## src/rtl/omem_ahb_writer_if.sv

```systemverilog
// omem_ahb_writer_if: packer, controller and AHB-Lite signals
// for the output-memory write-back stage.
interface omem_ahb_writer_if;
  logic        I_OWR_START;
  logic [31:0] I_OWR_BASE_ADDR;
  logic [15:0] I_OWR_WORD_COUNT;
  logic [31:0] I_OWR_WDATA;
  logic        I_OWR_WVALID;
  logic        O_OWR_WREADY;
  logic [31:0] O_OWR_HADDR;
  logic [1:0]  O_OWR_HTRANS;
  logic        O_OWR_HWRITE;
  logic [2:0]  O_OWR_HSIZE;
  logic [2:0]  O_OWR_HBURST;
  logic [31:0] O_OWR_HWDATA;
  logic        I_OWR_HREADY;
  logic        I_OWR_HRESP;
  logic        O_OWR_BUSY;
  logic        O_OWR_DONE;
  logic        O_OWR_ERROR;

  modport master (
    input  I_OWR_START, I_OWR_BASE_ADDR, I_OWR_WORD_COUNT,
    input  I_OWR_WDATA, I_OWR_WVALID,
    input  I_OWR_HREADY, I_OWR_HRESP,
    output O_OWR_WREADY, O_OWR_HADDR, O_OWR_HTRANS,
    output O_OWR_HWRITE, O_OWR_HSIZE, O_OWR_HBURST,
    output O_OWR_HWDATA, O_OWR_BUSY, O_OWR_DONE,
    output O_OWR_ERROR
  );

  modport slave (
    output I_OWR_START, I_OWR_BASE_ADDR, I_OWR_WORD_COUNT,
    output I_OWR_WDATA, I_OWR_WVALID,
    output I_OWR_HREADY, I_OWR_HRESP,
    input  O_OWR_WREADY, O_OWR_HADDR, O_OWR_HTRANS,
    input  O_OWR_HWRITE, O_OWR_HSIZE, O_OWR_HBURST,
    input  O_OWR_HWDATA, O_OWR_BUSY, O_OWR_DONE,
    input  O_OWR_ERROR
  );
endinterface

```

## src/rtl/omem_ahb_writer.sv

```systemverilog
// omem_ahb_writer: buffers packed pixel words in a FIFO and
// writes them as single AHB-Lite word transfers.
module omem_ahb_writer #(
  parameter int FIFO_DEPTH = 4
) (
  input logic              I_OWR_HCLK,
  input logic              I_OWR_HRESET,
  omem_ahb_writer_if.master bus
);
  localparam int AW = $clog2(FIFO_DEPTH);

  typedef enum logic [2:0] {
    S_IDLE, S_ADDR, S_DATA, S_FIN, S_ERR
  } state_t;

  state_t          state_q, state_d;
  logic [31:0]     mem_q [FIFO_DEPTH];
  logic [AW-1:0]   wr_ptr_q, wr_ptr_d;
  logic [AW-1:0]   rd_ptr_q, rd_ptr_d;
  logic [AW:0]     cnt_q, cnt_d;
  logic [31:0]     haddr_q, haddr_d;
  logic [15:0]     rem_q, rem_d;
  logic            error_q, error_d;
  logic            full, empty;
  logic            push, pop, flush;

  assign full  = (cnt_q == (AW+1)'(FIFO_DEPTH));
  assign empty = (cnt_q == '0);
  assign flush = (state_q == S_ERR);
  assign pop   = (state_q == S_DATA) && bus.I_OWR_HREADY &&
                 !bus.I_OWR_HRESP;
  assign push  = bus.I_OWR_WVALID && !full && !flush;

  // FIFO pointers and occupancy; a flush drops any same-cycle push
  always_comb begin
    wr_ptr_d = wr_ptr_q;
    rd_ptr_d = rd_ptr_q;
    cnt_d    = cnt_q;
    if (flush) begin
      wr_ptr_d = '0;
      rd_ptr_d = '0;
      cnt_d    = '0;
    end else begin
      if (push) wr_ptr_d = wr_ptr_q + 1'b1;
      if (pop)  rd_ptr_d = rd_ptr_q + 1'b1;
      cnt_d = cnt_q + {{AW{1'b0}}, push}
                    - {{AW{1'b0}}, pop};
    end
  end

  // job sequencing: address phase, data phase, completion
  always_comb begin
    state_d = state_q;
    haddr_d = haddr_q;
    rem_d   = rem_q;
    error_d = error_q;
    unique case (state_q)
      S_IDLE: begin
        if (bus.I_OWR_START) begin
          haddr_d = {bus.I_OWR_BASE_ADDR[31:2], 2'b00};
          rem_d   = bus.I_OWR_WORD_COUNT;
          error_d = 1'b0;
          state_d = (bus.I_OWR_WORD_COUNT == '0) ?
                    S_FIN : S_ADDR;
        end
      end
      S_ADDR: begin
        if (!empty && bus.I_OWR_HREADY) state_d = S_DATA;
      end
      S_DATA: begin
        if (bus.I_OWR_HREADY) begin
          if (bus.I_OWR_HRESP) begin
            error_d = 1'b1;
            state_d = S_ERR;
          end else begin
            haddr_d = haddr_q + 32'd4;
            if (rem_q != '0) rem_d = rem_q - 16'd1;
            state_d = (rem_q <= 16'd1) ? S_FIN : S_ADDR;
          end
        end
      end
      S_FIN:   state_d = S_IDLE;
      S_ERR:   state_d = S_IDLE;
      default: state_d = S_IDLE;
    endcase
  end

  // control and FIFO bookkeeping registers
  always_ff @(posedge I_OWR_HCLK or posedge I_OWR_HRESET) begin
    if (I_OWR_HRESET) begin
      state_q  <= S_IDLE;
      wr_ptr_q <= '0;
      rd_ptr_q <= '0;
      cnt_q    <= '0;
      haddr_q  <= '0;
      rem_q    <= '0;
      error_q  <= 1'b0;
    end else begin
      state_q  <= state_d;
      wr_ptr_q <= wr_ptr_d;
      rd_ptr_q <= rd_ptr_d;
      cnt_q    <= cnt_d;
      haddr_q  <= haddr_d;
      rem_q    <= rem_d;
      error_q  <= error_d;
    end
  end

  // FIFO storage; contents are only read while non-empty
  always_ff @(posedge I_OWR_HCLK) begin
    if (push) mem_q[wr_ptr_q] <= bus.I_OWR_WDATA;
  end

  assign bus.O_OWR_WREADY = !full;
  assign bus.O_OWR_HADDR  = haddr_q;
  assign bus.O_OWR_HTRANS = (state_q == S_ADDR && !empty) ?
                            2'b10 : 2'b00;
  assign bus.O_OWR_HWDATA = (state_q == S_DATA) ?
                            mem_q[rd_ptr_q] : '0;
  assign bus.O_OWR_HWRITE = 1'b1;
  assign bus.O_OWR_HSIZE  = 3'b010;
  assign bus.O_OWR_HBURST = 3'b000;
  assign bus.O_OWR_BUSY   = (state_q == S_ADDR) ||
                            (state_q == S_DATA);
  assign bus.O_OWR_DONE   = (state_q == S_FIN) ||
                            (state_q == S_ERR);
  assign bus.O_OWR_ERROR  = error_q;
endmodule

```

## src/flat_wrapper.sv

```systemverilog
// flat-port wrapper written by rule: the top's interface ports become plain ports
module omem_ahb_writer_flat 
#(
  parameter int FIFO_DEPTH = 4
)
  (I_OWR_HCLK, I_OWR_HRESET, bus_I_OWR_START, bus_I_OWR_BASE_ADDR, bus_I_OWR_WORD_COUNT, bus_I_OWR_WDATA, bus_I_OWR_WVALID, bus_I_OWR_HREADY, bus_I_OWR_HRESP, bus_O_OWR_WREADY, bus_O_OWR_HADDR, bus_O_OWR_HTRANS, bus_O_OWR_HWRITE, bus_O_OWR_HSIZE, bus_O_OWR_HBURST, bus_O_OWR_HWDATA, bus_O_OWR_BUSY, bus_O_OWR_DONE, bus_O_OWR_ERROR);
  omem_ahb_writer_if bus_i ();
  input logic I_OWR_HCLK;
  input logic I_OWR_HRESET;
  input wire logic [$bits(bus_i.I_OWR_START)-1:0] bus_I_OWR_START;
  input wire logic [$bits(bus_i.I_OWR_BASE_ADDR)-1:0] bus_I_OWR_BASE_ADDR;
  input wire logic [$bits(bus_i.I_OWR_WORD_COUNT)-1:0] bus_I_OWR_WORD_COUNT;
  input wire logic [$bits(bus_i.I_OWR_WDATA)-1:0] bus_I_OWR_WDATA;
  input wire logic [$bits(bus_i.I_OWR_WVALID)-1:0] bus_I_OWR_WVALID;
  input wire logic [$bits(bus_i.I_OWR_HREADY)-1:0] bus_I_OWR_HREADY;
  input wire logic [$bits(bus_i.I_OWR_HRESP)-1:0] bus_I_OWR_HRESP;
  output wire logic [$bits(bus_i.O_OWR_WREADY)-1:0] bus_O_OWR_WREADY;
  output wire logic [$bits(bus_i.O_OWR_HADDR)-1:0] bus_O_OWR_HADDR;
  output wire logic [$bits(bus_i.O_OWR_HTRANS)-1:0] bus_O_OWR_HTRANS;
  output wire logic [$bits(bus_i.O_OWR_HWRITE)-1:0] bus_O_OWR_HWRITE;
  output wire logic [$bits(bus_i.O_OWR_HSIZE)-1:0] bus_O_OWR_HSIZE;
  output wire logic [$bits(bus_i.O_OWR_HBURST)-1:0] bus_O_OWR_HBURST;
  output wire logic [$bits(bus_i.O_OWR_HWDATA)-1:0] bus_O_OWR_HWDATA;
  output wire logic [$bits(bus_i.O_OWR_BUSY)-1:0] bus_O_OWR_BUSY;
  output wire logic [$bits(bus_i.O_OWR_DONE)-1:0] bus_O_OWR_DONE;
  output wire logic [$bits(bus_i.O_OWR_ERROR)-1:0] bus_O_OWR_ERROR;
  assign bus_i.I_OWR_START = bus_I_OWR_START;
  assign bus_i.I_OWR_BASE_ADDR = bus_I_OWR_BASE_ADDR;
  assign bus_i.I_OWR_WORD_COUNT = bus_I_OWR_WORD_COUNT;
  assign bus_i.I_OWR_WDATA = bus_I_OWR_WDATA;
  assign bus_i.I_OWR_WVALID = bus_I_OWR_WVALID;
  assign bus_i.I_OWR_HREADY = bus_I_OWR_HREADY;
  assign bus_i.I_OWR_HRESP = bus_I_OWR_HRESP;
  assign bus_O_OWR_WREADY = bus_i.O_OWR_WREADY;
  assign bus_O_OWR_HADDR = bus_i.O_OWR_HADDR;
  assign bus_O_OWR_HTRANS = bus_i.O_OWR_HTRANS;
  assign bus_O_OWR_HWRITE = bus_i.O_OWR_HWRITE;
  assign bus_O_OWR_HSIZE = bus_i.O_OWR_HSIZE;
  assign bus_O_OWR_HBURST = bus_i.O_OWR_HBURST;
  assign bus_O_OWR_HWDATA = bus_i.O_OWR_HWDATA;
  assign bus_O_OWR_BUSY = bus_i.O_OWR_BUSY;
  assign bus_O_OWR_DONE = bus_i.O_OWR_DONE;
  assign bus_O_OWR_ERROR = bus_i.O_OWR_ERROR;
  omem_ahb_writer #(.FIFO_DEPTH(FIFO_DEPTH)) u_core (.I_OWR_HCLK(I_OWR_HCLK), .I_OWR_HRESET(I_OWR_HRESET), .bus(bus_i));
endmodule
```

## config.mk

```make
export PLATFORM = sky130hd
export DESIGN_NAME = omem_ahb_writer_flat
export DESIGN_NICKNAME = d
export VERILOG_FILES = /design/src/rtl/omem_ahb_writer_if.sv /design/src/rtl/omem_ahb_writer.sv /design/src/flat_wrapper.sv
export SDC_FILE = /design/constraint.sdc
export NUM_CORES = 1
export LEC_CHECK = 0
export BUFFER_PORTS_ARGS = -buffer_cell sky130_fd_sc_hd__buf_2
export CAP_MARGIN = 15
export CORE_MARGIN = 2
export CORE_UTILIZATION = 60
export DETAILED_ROUTE_END_ITERATION = 10
export PLACE_DENSITY = 0.85
export SETUP_SLACK_MARGIN = 0.5
export SYNTH_ARGS = -nofsm -noshare
export SYNTH_HDL_FRONTEND = slang
export SYNTH_SLANG_ARGS = --single-unit
```

## constraint.sdc

```tcl
create_clock -name I_OWR_HCLK -period 3.95 [get_ports I_OWR_HCLK]
set_input_delay 0 -clock I_OWR_HCLK [delete_from_list [all_inputs] [get_ports I_OWR_HCLK]]
set_output_delay 0 -clock I_OWR_HCLK [all_outputs]
set_load 0.05 [all_outputs]
```

Word level (Yosys, flattened, before mapping)
Memories as Yosys holds them, arrays and structs flattened.
Index checks and enable logic that the tools add are counted.
{"block": "classes", "order_cmp": 1, "n_reduce_logical": 23, "mux": 29, "n_eq_ne": 11, "addsub": 6}
{"operator": "$mux W32", "n": 4}
{"operator": "$mux W16", "n": 4}
{"operator": "$pmux W32 S2", "n": 1}
{"operator": "$add A32 B3 Y32 const B", "n": 1}
{"operator": "$pmux W16 S2", "n": 1}
{"operator": "$le A16 B1 Y1 const B", "n": 1}
{"operator": "$logic_not A16 Y1", "n": 1}
{"operator": "$reduce_bool A16 Y1", "n": 1}
{"operator": "$sub A16 B1 Y16 const B", "n": 1}
{"operator": "$mux W3", "n": 5}
{"operator": "$mux W2", "n": 7}
{"operator": "$ne A2 B2 Y1 const B", "n": 5}
{"operator": "$pmux W3 S3", "n": 1}
{"operator": "$reduce_and A4 Y1", "n": 2}
{"operator": "$eq A3 B2 Y1 const B", "n": 2}
{"operator": "$eq A3 B3 Y1 const B", "n": 2}
{"operator": "$logic_and A1 B1 Y1", "n": 6}
{"operator": "$logic_not A3 Y1", "n": 2}
{"operator": "$reduce_bool A2 Y1", "n": 3}
{"operator": "$mux W1", "n": 5}
{"operator": "$reduce_and A5 Y1", "n": 1}
{"operator": "$add A2 B1 Y2 const B", "n": 2}
{"operator": "$logic_not A1 Y1", "n": 4}
{"operator": "$add A3 B1 Y3", "n": 1}
{"operator": "other kinds (6)", "n": 7}
{"block": "word_totals", "inputBits": 86, "mem_count": 1, "regBits": 59, "ramBits": 128}
{"memory": "u_core.mem_q", "words": 4, "word_bits": 32, "rd": 1, "rd_clocked_by_memory_dff": 0, "write_ports": 1, "line": "omem_ahb_writer.sv:17", "source": "logic [31:0] mem_q [FIFO_DEPTH];"}

Longest topological paths before layout
{"block": "depth", "depth_word": 7, "depth_mapped": 12, "ltp_nobuf": 10}

Worst setup path before layout
No wires, ideal clock.
{"block": "synth_timing", "path_type": "register -> register", "from": "register u_core.state_q[2]", "to": "register u_core.cnt_q[2]", "required_ns": 3.813, "t_arrival_ns": 2.437, "path_stages_with_launch": 13, "setup_time_ns": 0.137, "setup_slack_ns": 1.377, "n_path_buf": 2, "path_cell_list": "dfrtp_1 > buf_2 > or3b_1 > buf_2 > nor2_1 > ha_1 > inv_1 > ha_1 > inv_1 > fa_1 > xor2_1 > xnor2_1 > nor2_1"}
{"block": "synth_via", "elab_chain_len": 6}
{"item": "from (decl)", "line": "omem_ahb_writer.sv:16", "source": "state_t state_q, state_d;"}
{"item": "from (signal assigned)", "line": "omem_ahb_writer.sv:99", "source": "state_q <= state_d;"}
{"item": "$eq A3 B3 Y1", "line": "omem_ahb_writer.sv:29", "source": "assign flush = (state_q == S_ERR);"}
{"item": "$logic_not A1 Y1", "line": "omem_ahb_writer.sv:32", "source": "assign push = bus.I_OWR_WVALID && !full && !flush;"}
{"item": "$logic_and A1 B1 Y1", "line": "omem_ahb_writer.sv:32"}
{"item": "$add A3 B1 Y3", "line": "omem_ahb_writer.sv:46", "source": "cnt_d = cnt_q + {{AW{1'b0}}, push}"}
{"item": "$sub A3 B1 Y3", "line": "omem_ahb_writer.sv:47", "source": "- {{AW{1'b0}}, pop};"}
{"item": "$mux W3 (*)", "line": "omem_ahb_writer.sv:39", "source": "if (flush) begin"}
{"item": "net u_core.cnt_d[2]", "line": "omem_ahb_writer.sv:20", "source": "logic [AW:0] cnt_q, cnt_d;"}
{"item": "to (signal assigned)", "line": "omem_ahb_writer.sv:102", "source": "cnt_q <= cnt_d;"}
{"item": "to (decl)", "line": "omem_ahb_writer.sv:20"}
Mark *: on every way through the listed nets, which the timed path passes. The rest lies on a longest branch.
A chain may end at the register's enable or synchronous reset.

Worst setup path after layout
{"block": "layout_timing", "from": "register u_core.state_q[1]", "to": "register u_core.cnt_q[2]"}
The elaborated chain is that of the path after synthesis.

==> results.md <==
- Max Cap Viol: 0
- Initial antenna violation count: 0
- Crit path capture type: register
- Final hold violations: 0
- R2r setup slk: 0.76 ns
- Int Power: 4.82 mW
- Slew Limit Headroom: 0.394
- XOR/XNOR share of the synthesized area: 0.00589
- Post-route ant nets: 0
- Mapped cell area: 8930 µm²
- Crit path DAT: 3.49 ns
- I/O Buffers: 150
- Worst r2r src: u_core.state_q[1]
- Async set-reset flop share out of synthesis: 0.308
- Mux share of post-synthesis cell area: 0.0876
- Drt first-iter violations: 817
- Clock group share of total power: 0.198
- Sw Ratio: 0.447
- EDFF count, synth: 128
- PD cells: 776 nW/µm²
- # nets final: 1003
- Fillers: 859
- WL/cell: 22.0 µm
- Leak Pwr: 4.31 nW
- Critical Path Source Type: register
- P&R area growth vs syn: 25.8%
- Status: completed
- Period utilization: 0.808
- Worst setup path startpoint: u_core.state_q[1]
- Clock-pin slew on the worst setup and hold paths: 0.07 ns
- Yosys reg bits: 185
- Largest net degree at the start of global routing: 73
- TritonRoute pass-1 iters: 5
- Grt ovf: 0
- Worst slew pin tran: 0.909 ns
- RSZ-0062 raised after global routing: no
- Simple-gate area share of the yosys netlist: 0.152
- GRT Total Usage: 0.307
- Adder-Cell Fraction of Synth Area: 0.0149
- First-pass GRT wire length: 37600 µm
- Stages on worst setup path: 10
- CTS H-tree depth: 4
- Psw: 3.90 mW
- Num Clock Sinks: 185
- Clk_lat worst skew: 0.44 ns
- Crit Path Class: register to register
- DRC: 0
- Endpoints failing setup: 0
- DIE HEIGHT: 126 µm
- Sequential Power Share: 0.378
- CORE AREA: 14500 µm²
- Reg-to-reg endpoint: u_core.cnt_q[2]
- Power share of the combinational group: 0.424
- Cell Chain, Critical Path: or3b_2 > nor2_1 > ha_1 > inv_1 > ha_1 > inv_1 > fa_1 > xor2_1 > xnor2_1 > nor2_1
- Worst Setup EP: u_core.cnt_q[2]
- I/O Pins: 163
- Final GP Congestion: 0.919
- Share of cells above drive strength 1: 0.271
- CTS tree: done
- Synthesized instance count: 689
- Max VDD drop: 0.000483 V
- Number of global-route vias before repair: 7030
- Ant. Diodes: 0
- DP HPWL: 14200 µm
- Yosys cell types: 81
- Achievable Freq: 314 MHz
- Hold Path Class: input pin to register
- Depth of the most critical reg-to-reg path: 10
- Max clock buf depth: 2
- Vias per inst: 6.43
- Die area: 15900 µm²
- Total Wirelength: 24300 µm
- Main combinational cell family by area after synthesis: simple AND/OR/NAND/NOR gates
- Die Width: 126 µm
- Most used DFF post-synth: edfxtp_1
- Fin util: 0.773
- Initial core utilization: 0.614
- CP max stage delay: 0.77 ns
- Clk_skew: 0.0134 ns
- Clock buffer count from CTS: 17
- Synth warn: 0
- Slew Viols, Final: 0
- Post-route minimum period: 3.19 ns
- Synth Area in Compound Gates: 0.112
- Crit Path Max Fanout: 22
- Slowest CP cell: dfrtp_1
- Via count: 7103
- Root Buffer: clkbuf_16
- Register area share after synthesis: 0.590
- Buffers and inverters on the worst path: 2
- Placement Rows: 44
- Setup TNS: 0 ns
- WP data required: 4.25 ns
- CP delay by family, top: simple AND/OR/NAND/NOR gates
- PostCTS Resize Cnt: 0
- Synthesized area per cell: 13.0 µm²
- Tot Pwr: 8.71 mW
## worst reg2reg max path, stage by stage (launching register included)
cell and delay (ns):
dfrtp_1 0.77, or3b_2 0.52, nor2_1 0.41, ha_1 0.33, inv_1 0.07, ha_1 0.15, inv_1 0.06, fa_1 0.37
xor2_1 0.18, xnor2_1 0.14, nor2_1 0.06
## worst min-delay path by stage
stage                       startpoint                  to  slack, ns  cells after the start
floorplan           bus_I_OWR_WDATA[0]  u_core.mem_q[0][0]        0.1                      0
global placement          I_OWR_HRESET  u_core.wr_ptr_q[1]       0.08                      2
detailed placement        I_OWR_HRESET  u_core.wr_ptr_q[1]       0.09                      2
CTS                    bus_I_OWR_START   u_core.state_q[0]      0.004                      3
global route           bus_I_OWR_START   u_core.state_q[0]       0.05                      3
finish                 bus_I_OWR_START   u_core.state_q[0]       0.03                      3
## cell usage in the layout, fill, tap and decap left out, types with 12 or more instances in the layout
cell type / count
dlygate4sd3_1: 82
inv_1: 14
nand3_1: 20
clkbuf_16: 17
nor3_1: 13
nor2_1: 43
dfrtp_1: 56
buf_2: 150
edfxtp_1: 128
buf_4: 12
nand4_1: 19
a21oi_1: 28
o21ai_0: 25
mux4_2: 32
nand2_1: 33
nor4_1: 13
and2_1: 42
## registers in the layout (all words and copies together), names as in the netlist
signal,cells
u_core.rd_ptr_q,2
u_core.state_q,3
u_core.bus.O_OWR_HADDR,30
u_core.cnt_q,3
u_core.wr_ptr_q,2
u_core.bus.O_OWR_ERROR,1
u_core.rem_q,16
u_core.mem_q,128
## repair_timing
action                                 in CTS  in global routing
buffers inserted                            0                  0
endpoints found under the hold margin     200                  0
hold buffers                               82                  0
## area by class of cell
cell class | count | area [µm²] | area share
clock buffer | 18 | 429 | 0.0382
clock inverter | 14 | 174 | 0.0155
inverter | 15 | 56.3 | 0.00501
multi-input combinational | 443 | 3380 | 0.301
sequential | 185 | 5270 | 0.469
tap | 184 | 230 | 0.0205
timing repair buffer | 245 | 1690 | 0.150
## per-layer routing
layer	global-route usage	wire, µm	up-vias
li1	-	-	3112
met1	0.393	9090	3517
met2	0.523	12500	408
met3	0.0629	1950	66
met4	0.116	799	0
met5	0	0	-
## stage by stage
step	instance area (µm²)	hold WS (ns)	setup slack [ns]	cells
finish	11200	0.0336	0.760	1104
global route	11200	0.0526	0.548	1104
CTS	11200	0.00364	0.782	1102
detailed placement	9770	0.0872	0.850	988
global placement	9770	0.0792	0.999	988
floorplan	8960	0.0989	1.38	697
## synthesized netlist by cell type (all sizes together), types with 3 or more instances
library cell	instances	area, µm²
a211o	4	35.0
a211oi	7	52.6
a21oi	30	154
a22oi	6	45.0
a2bb2oi	5	43.8
a31oi	8	50.1
a41oi	4	35.0
and2	45	282
and3	6	38.8
and4	8	70.1
buf	35	195
clkbuf	19	71.3
dfrtp	57	1430
edfxtp	128	3840
ha	9	113
inv	15	56.3
mux2i	5	50.1
mux4	32	721
nand2	33	124
nand3	22	128
nand4	20	131
nor2	43	161
nor3	15	85.1
nor3b	4	40.0
nor4	16	121
o211ai	7	52.6
o21a	5	37.5
o21ai	27	135
o21bai	3	22.5
o22a	3	26.3
o22ai	7	43.8
o2bb2ai	3	26.3
o31a	5	43.8
o32ai	3	26.3
or3	3	18.8
or4b	3	30.0
xnor2	4	35.0
## power by group through the flow
stage	logic (mW)	registers [mW]	clock network, mW
after global routing	3.93	3.37	1.81
after global placement	3.43	3.24	0
after floorplan	2.34	3.56	0
after CTS	3.63	3.27	1.73
final	3.69	3.29	1.72
after detailed placement	3.53	3.30	0
## cell families after synthesis
| kind of cell | after synthesis |
|---|---|
| adder cells (fa/ha/maj) | 10 |
| AND/OR/NAND/NOR | 233 |
| flip-flops | 185 |
| multiplexers | 38 |
| AO/OA/AOI/OAI | 146 |
| other | 2 |
| XOR/XNOR | 6 |
| buffers and inverters | 69 |
Power figures use the tool's default switching activity.
